$ cat src/rtl/led_adder_pkg.sv
// Shared types and widths for the switch-driven 2+2 adder LED controller.
package led_adder_pkg;
    localparam int OPERAND_W = 2;
    localparam int SUM_W     = 3;

    typedef enum logic [2:0] {
        IDLE    = 3'd0,
        SETTLE  = 3'd1,
        LOAD    = 3'd2,
        CAPTURE = 3'd3,
        BLANK   = 3'd4,
        SHOW    = 3'd5
    } state_t;
endpackage

$ cat src/rtl/switch_debounce.sv
// One raw switch: 2-flop synchroniser then debounce; output follows after the
// synchronised level has differed for DEBOUNCE_CYCLES consecutive cycles. No backpressure.
module switch_debounce #(
    parameter int DEBOUNCE_CYCLES = 250000
) (
    input  logic clk,
    input  logic rst_n,
    input  logic sw_i,
    output logic db_o
);
    localparam int CW = (DEBOUNCE_CYCLES > 1) ? $clog2(DEBOUNCE_CYCLES) : 1;
    localparam logic [CW-1:0] CNT_LAST = CW'(DEBOUNCE_CYCLES - 1);

    logic          sync1_q, sync2_q;
    logic          db_q, db_d;
    logic [CW-1:0] cnt_q, cnt_d;

    // Any cycle where the levels agree restarts the run of differing cycles.
    always_comb begin
        db_d  = db_q;
        cnt_d = '0;
        if (sync2_q != db_q) begin
            if (cnt_q == CNT_LAST) begin
                db_d = sync2_q;
            end else begin
                cnt_d = cnt_q + 1'b1;
            end
        end
    end

    always_ff @(posedge clk) begin
        if (!rst_n) begin
            sync1_q <= 1'b0;
            sync2_q <= 1'b0;
            db_q    <= 1'b0;
            cnt_q   <= '0;
        end else begin
            sync1_q <= sw_i;
            sync2_q <= sync1_q;
            db_q    <= db_d;
            cnt_q   <= cnt_d;
        end
    end

    assign db_o = db_q;
endmodule

$ cat src/rtl/led_adder_ctrl.sv
// Debounces four switches, commits a stable operand pair to an external adder and
// shows the sum on LEDs after a blanking gap; 3+BLANK_CYCLES cycles from commit to display.
module led_adder_ctrl
    import led_adder_pkg::*;
#(
    parameter int DEBOUNCE_CYCLES = 250000,
    parameter int SETTLE_CYCLES   = 25000,
    parameter int BLANK_CYCLES    = 2500000
) (
    input  logic                 clk,
    input  logic                 rst_n,
    input  logic                 sw1,
    input  logic                 sw2,
    input  logic                 sw3,
    input  logic                 sw4,
    output logic [OPERAND_W-1:0] add_a,
    output logic [OPERAND_W-1:0] add_b,
    input  logic [SUM_W-1:0]     add_sum,
    output logic                 LED_1,
    output logic                 LED_2,
    output logic                 LED_3,
    output logic                 busy
);
    localparam int SW = (SETTLE_CYCLES > 1) ? $clog2(SETTLE_CYCLES) : 1;
    localparam int BW = (BLANK_CYCLES > 1) ? $clog2(BLANK_CYCLES) : 1;
    localparam logic [SW-1:0] SETTLE_LAST = SW'(SETTLE_CYCLES - 1);
    localparam logic [BW-1:0] BLANK_LAST  = BW'(BLANK_CYCLES - 1);

    logic [3:0] raw_sw, deb_vec;
    assign raw_sw = {sw4, sw3, sw2, sw1};

    for (genvar i = 0; i < 4; i++) begin : g_db
        switch_debounce #(.DEBOUNCE_CYCLES(DEBOUNCE_CYCLES)) u_db (
            .clk   (clk),
            .rst_n (rst_n),
            .sw_i  (raw_sw[i]),
            .db_o  (deb_vec[i])
        );
    end

    state_t               state_q, state_d;
    logic [3:0]           committed_q, committed_d;
    logic [3:0]           snap_q, snap_d;
    logic [OPERAND_W-1:0] add_a_q, add_a_d, add_b_q, add_b_d;
    logic [SUM_W-1:0]     result_q, result_d;
    logic [SW-1:0]        settle_cnt_q, settle_cnt_d;
    logic [BW-1:0]        blank_cnt_q, blank_cnt_d;

    always_comb begin
        state_d      = state_q;
        committed_d  = committed_q;
        snap_d       = snap_q;
        add_a_d      = add_a_q;
        add_b_d      = add_b_q;
        result_d     = result_q;
        settle_cnt_d = settle_cnt_q;
        blank_cnt_d  = blank_cnt_q;
        case (state_q)
            IDLE: begin
                if (deb_vec != committed_q) begin
                    state_d      = SETTLE;
                    snap_d       = deb_vec;
                    settle_cnt_d = '0;
                end
            end
            SETTLE: begin
                // snap_q is the candidate being timed; a new candidate restarts the count.
                if (deb_vec == committed_q) begin
                    state_d = IDLE;
                end else if (deb_vec != snap_q) begin
                    snap_d       = deb_vec;
                    settle_cnt_d = '0;
                end else if (settle_cnt_q == SETTLE_LAST) begin
                    state_d = LOAD;
                end else begin
                    settle_cnt_d = settle_cnt_q + 1'b1;
                end
            end
            LOAD: begin
                committed_d = deb_vec;
                add_a_d     = deb_vec[1:0];
                add_b_d     = deb_vec[3:2];
                state_d     = CAPTURE;
            end
            CAPTURE: begin
                result_d    = add_sum;
                blank_cnt_d = '0;
                state_d     = BLANK;
            end
            BLANK: begin
                if (blank_cnt_q == BLANK_LAST) begin
                    state_d = SHOW;
                end else begin
                    blank_cnt_d = blank_cnt_q + 1'b1;
                end
            end
            SHOW:    state_d = IDLE;
            default: state_d = IDLE;
        endcase
    end

    always_ff @(posedge clk) begin
        if (!rst_n) begin
            state_q      <= IDLE;
            committed_q  <= '0;
            snap_q       <= '0;
            add_a_q      <= '0;
            add_b_q      <= '0;
            result_q     <= '0;
            settle_cnt_q <= '0;
            blank_cnt_q  <= '0;
        end else begin
            state_q      <= state_d;
            committed_q  <= committed_d;
            snap_q       <= snap_d;
            add_a_q      <= add_a_d;
            add_b_q      <= add_b_d;
            result_q     <= result_d;
            settle_cnt_q <= settle_cnt_d;
            blank_cnt_q  <= blank_cnt_d;
        end
    end

    assign add_a = add_a_q;
    assign add_b = add_b_q;
    assign {LED_1, LED_2, LED_3} = (state_q == BLANK) ? 3'b000 : result_q;
    assign busy = (state_q != IDLE);
endmodule

$ cat config.mk
export PLATFORM = sky130hd
export DESIGN_NAME = led_adder_ctrl
export DESIGN_NICKNAME = d
export VERILOG_FILES = /design/src/rtl/led_adder_pkg.sv /design/src/rtl/switch_debounce.sv /design/src/rtl/led_adder_ctrl.sv
export SDC_FILE = /design/constraint.sdc
export NUM_CORES = 1
export LEC_CHECK = 0
export BUFFER_PORTS_ARGS = -buffer_cell sky130_fd_sc_hd__clkbuf_2
export CAP_MARGIN = 20
export CORE_UTILIZATION = 45
export CTS_CLUSTER_DIAMETER = 120
export CTS_CLUSTER_SIZE = 40
export DETAILED_ROUTE_END_ITERATION = 10
export HOLD_SLACK_MARGIN = 0.1
export PLACE_DENSITY = 0.58
export SYNTH_ARGS = -nofsm -noshare
export SYNTH_HDL_FRONTEND = slang
export SYNTH_SLANG_ARGS = --single-unit
$ cat constraint.sdc
create_clock -name clk -period 2.32 [get_ports clk]
set_clock_uncertainty 0.1 [all_clocks]
set_input_delay 0.464 -clock clk [delete_from_list [all_inputs] [get_ports clk]]
set_output_delay 0.464 -clock clk [all_outputs]
set_load 0.02 [all_outputs]
# After elaboration in Yosys (flattened, before gate mapping)
# Index checks and enable logic that the tools add are counted.
[totals] reg_bits=139 latch_bits=0 ram_bits=0 romBits=0 input_bits=9 out_inout_bits=8 wordCells=94 memories=0
[classes] add_sub_neg=6 n_mul=0 n_div=0 magnitude_cmp=0 n_eq_ne=25 n_shift=0 n_mux=18 n_bitwise=5 reduce_logical=16
[ops] operator="adder 18 x 1 -> 18 bit, second input constant" count=4
[ops] operator="equality test 18 bit, second input constant" count=4
[ops] operator="2-to-1 mux 15 bit" count=4
[ops] operator="one-hot mux 22 bit (2 select lines)" count=1
[ops] operator="one-hot mux 15 bit (2 select lines)" count=1
[ops] operator="adder 22 x 1 -> 22 bit, second input constant" count=1
[ops] operator="equality test 22 bit, second input constant" count=1
[ops] operator="2-to-1 mux 22 bit" count=1
[ops] operator="2-to-1 mux 3 bit" count=6
[ops] operator="adder 15 x 1 -> 15 bit, second input constant" count=1
[ops] operator="equality test 15 bit, second input constant" count=1
[ops] operator="one-hot mux 3 bit (5 select lines)" count=1
[ops] operator="2-to-1 mux 4 bit" count=3
[ops] operator="AND reduction 4 bit" count=3
[ops] operator="OR reduction 3 bit" count=4
[ops] operator="!= test 2 bit, second input constant" count=5
[ops] operator="AND reduction 2 bit" count=5
[ops] operator="!= test 3 bit, second input constant" count=3
[ops] operator="!= test 4 bit" count=2
[ops] operator="one-hot mux 4 bit (2 select lines)" count=1
[ops] operator="equality test 3 x 2 -> 1 bit, second input constant" count=2
[ops] operator="inverter 1 bit" count=5
[ops] operator="equality test 4 bit" count=1
[ops] operator="!= test 1 bit" count=4
[ops] operator="other kinds (5)" count=6

# Logic depth before layout (Yosys ltp)
[depth] depth_word=5 ltp_mapped=8 ltp_nobuf=6

# Modules after synthesis
# A second synthesis with hierarchy kept.
[hier_totals] cells_unflattened=734 hier_area_um2=6475.0
[modules_own_cells] module="switch_debounce" n_inst=4 cells_each=103 area_per_inst_um2=934.6 seq_area_each_um2=420.4
[modules_own_cells] module="led_adder_ctrl" n_inst=1 cells_each=322 area_per_inst_um2=2736.4 seq_area_each_um2=1021.0

# Worst setup path before layout
# No wires, ideal clock.
[synth_timing] kind="register to register" startpoint="register g_db[2].u_db.cnt_q[0]" endpoint="register g_db[2].u_db.cnt_q[10]" setup_ns=0.128 t_arrival_ns=1.818 required_ns=2.092 setup_slack_ns=0.274 stages_incl_launch_ff=9 n_path_buf=2 synth_period_minus_slack_ns=2.046 path_cell_list="dfxtp_1 ha_1 and3_1 nand2_1 nor3_1 or3_1 clkbuf_1 buf_1 nor2_1"
[synth_via] elab_chain_len=2 elab_cells_between_ends=3 cone_classes="add/sub: 1; eq/ne: 1; reduce/logical: 1"
[synth_lines] element="start: declaration" line_no="switch_debounce.sv:16" source="logic [CW-1:0] cnt_q, cnt_d;"
[synth_lines] element="start signal: assignment" line_no="switch_debounce.sv:41" source="cnt_q <= cnt_d;"
[synth_lines] element="branches (longest 2 deep; another with adder 18 x 1 -> 18 bit)"
# Parallel ways; which one is timed is not known.
# A chain may end at the register's enable or synchronous reset.

# Worst setup path after layout
[layout_timing] startpoint="register state_q[2]" endpoint="output port LED_3"
[layout_via] elab_chain_len=2
[layout_lines] element="start: declaration" line_no="led_adder_ctrl.sv:41" source="state_t state_q, state_d;"
[layout_lines] element="start signal: assignment" line_no="led_adder_ctrl.sv:113" source="state_q <= state_d;"
[layout_lines] element="equality test 3 bit" line_no="led_adder_ctrl.sv:126" source="assign {LED_1, LED_2, LED_3} = (state_q == BLANK) ? 3'b000 : result_q;"
[layout_lines] element="2-to-1 mux 3 bit" line_no="led_adder_ctrl.sv:126"
[layout_lines] element="end: declaration" line_no="led_adder_ctrl.sv:21" source="output logic LED_3,"
# No other way between the ends.

==> reports/metrics.cfg <==
[status]
status=finished, final reports clean

[logic_synthesis]
synth_edf_count=0
synth.top_cell.area_share_pct=43.08
synth_fa_ha_area_share_pct=1.197
syn_area_per_cell_um2=8.559
synth-compound-area-share_pct=9.114
synth_seq_cells=135
synth_cell_type_count=61
synthTopCellsByArea=dfxtp_1 43%, nor2_1 7.2%, xnor2_1 6.8%
synth-xor-area-share_pct=11.03
yosys.area_share.simple_pct=29.60
netlist_instances=733
syn_nets=748
synthArstFlopShare_pct=0
yosys_warnings=0
synth_area_um2=6274
seq_area_frac_synth_pct=43.08
synth_top_family_by_area=simple AND/OR/NAND/NOR gates
synth_mux_area_share_pct=2.712
synthFlopType=dfxtp_1
yosysTopAreaCell=dfxtp_1

[setup_path]
worstPathRequired_ns=1.76
path_cells=or3b_4 -> and2_1 -> clkbuf_2
worstSetupStartpointType=flip-flop
worstPathArrival_ns=1.68
max_stage_delay_ns=0.51
slowest_stage=or3b_4
crit_fanout=14
critPathKind=flip-flop to primary output
crit_path_end_kind=primary output

[finish]
area.growth.synth_to_final_pct=15.38
drive_gt1_share_pct=11.38
nFillCells=1280
regArea_um2=2704
antenna_cells=0
num-nets-final=778
fin_area_um2=7238
multi_input_area_um2=3368

[floorplanning]
die_h_um=120.1
design.core.area_um2=13400
start_util_pct=46.82
io_pins=17
die-area_um2=14420
die_x_um=120.1
rows=42

[global_routing]
grt_pass1_wl_um=22470
grt_overflow=0
grt_pass1_vias=4840
track_usage_pct=19.37
grt_start_max_net_pins=25
antenna_found_initial=0

[clock_tree]
cts_sinks=135
postCtsHoldBufs=0
cts_tree=yes
cts_buffer_depth=2
clk_latency_ns=0.42
clkSlewWorstSetupHoldPaths_ns=0.05
h-tree-depth=4
numCtsBuffers=17
cts_root_buf=clkbuf_16

[sta]
rsz0062_at_grt=false
period_share_pct=96.71
final_hold_viol_count=0
fin_crit_ns=2.244
fmax_ghz=0.4457
setup_viol=0
hold_ws_ns=0.1633
final.setup.tns_ns=0
worst_pin_slew_ns=0.6047
max-slew-margin-rel_pct=59.37
slew_viol_final=0

[drt]
vias_per_cell=5.410
routedWlPerCell_um=13.74
drt_wl_total_um=13040
drtIter0Drc=291
dr.pass1.iters=5
drc_errors=0
num_vias=5134
ant_nets=0

[place]
gp_congestion=0.8319
io_buffers=16
placed_area_um2=6660
dp_hpwl_um=8952

[power]
max-vdd-ir-drop_mv=0.5112
power.leakage_uw=0.002418
power_density_nw_per_um2=683.6

[run]
drv_cap=0

[worst_hold_path]
worstHoldPathType=primary input to flip-flop

-- state kept, by name, summed over array words and instances, names as in the netlist --
name / flops
g_db.u_db.sync2_q: 4
committed_q: 4
g_db.u_db.db_o: 4
g_db.u_db.sync1_q: 4
result_q: 3
state_q: 3
snap_q: 4
settle_cnt_q: 15
blank_cnt_q: 22
g_db.u_db.cnt_q: 72
-- path summary, 6_finish.rpt --
kind / start / endpoint / slack (ns) / cells after the start
worst max-delay path: state_q[2] / LED_3 / 0.08 / 3
worst max register to register: blank_cnt_q[1] / blank_cnt_q[10] / 0.17 / 7
worst min register to register: g_db[2].u_db.sync1_q / g_db[2].u_db.sync2_q / 0.33 / 1
worst min-delay path: sw4 / g_db[3].u_db.sync1_q / 0.16 / 2
-- worst max-delay path, delay by kind of cell, from the launching register on --
family | cells | cell delay [ns]
flip-flops | 1 | 0.42
AND/OR/NAND/NOR | 2 | 0.71
buffers and inverters | 1 | 0.15
-- per-layer routing --
metal / share of wire [%] / global-route usage, % / wire length, µm
met4: 2.0 / 8.047 / 266
met2: 44 / 30.39 / 5753
met3: 3.5 / 5.133 / 452
met5: 0 / 0 / 0
met1: 50 / 25.03 / 6565
-- placed cells by master (no fill, tap or decap), types with 8 or more instances in the layout --
cell type	n
clkbuf_16	17
buf_4	27
nor4_1	14
inv_1	17
nand4_1	24
o21ai_0	12
o31ai_1	8
xnor2_1	49
nand3_1	48
and3_1	13
or3_1	15
clkbuf_2	16
nor3_1	22
nor2_1	120
xor2_1	30
and2_1	15
a21oi_1	23
nand2_1	54
mux2i_1	17
dfxtp_1	134
o211ai_1	9
-- what timing repair did --
action	CTS	global route
setup buffers	0	2
pin swaps	0	1
endpoints found under the setup margin	3	8
gates resized for setup	2	0
-- cells in the mapped netlist, drive strengths merged, types with 3 or more instances --
master	number
dfxtp	135
nor2	120
nand2	54
xnor2	49
nand3	48
xor2	30
nand4	24
a21oi	23
clkbuf	22
nor3	22
inv	17
mux2i	17
and2	16
nor4	16
or3	15
o21ai	14
and3	13
buf	12
o211ai	9
o31ai	8
and4	6
ha	6
nor4b	5
o21a	4
a31oi	3
nand3b	3
nand4b	3
nor3b	3
or4	3
-- report_power, final --
part / total (µW) / switching (µW) / leakage (µW) / internal [µW]
Sequential: 2330 / 4.20 / 0.00109 / 2330
Combinational: 65.1 / 41.5 / 0.00105 / 23.6
Clock: 2550 / 927 / 0.000278 / 1620
Total: 4950 / 973 / 0.00242 / 3980
-- final cells by class --
type	count	share of cell area, %
clock inverters	3	0.5532
repair buffers	45	4.460
multi-input cells	547	46.53
inverters	17	0.8816
well taps	176	3.042
clock buffers	26	7.174
flip-flops and latches	135	37.36
-- through the flow --
stage | power (µW) | instances | setup WS, ns | util [%]
after global placement | 2447 | 918 | 0.1812 | 49.70
after floorplan | 2420 | 733 | 0.2745 | -
after CTS | 5015 | 947 | 0.05668 | 53.90
final | 4948 | 949 | 0.07626 | 54.01
after global routing | 5107 | 949 | 0.02034 | 54.01
after detailed placement | 2449 | 918 | 0.1009 | 49.70
-- logic make-up after synthesis --
logic type,after synthesis
DFF,135
AOI/OAI and AO/OA,81
buffers and inverters,51
and+or+nand+nor,364
xor gates and xnor gates,79
muxes,17
adders and majority gates,6
No activity file was read; power rests on OpenSTA's default activity.
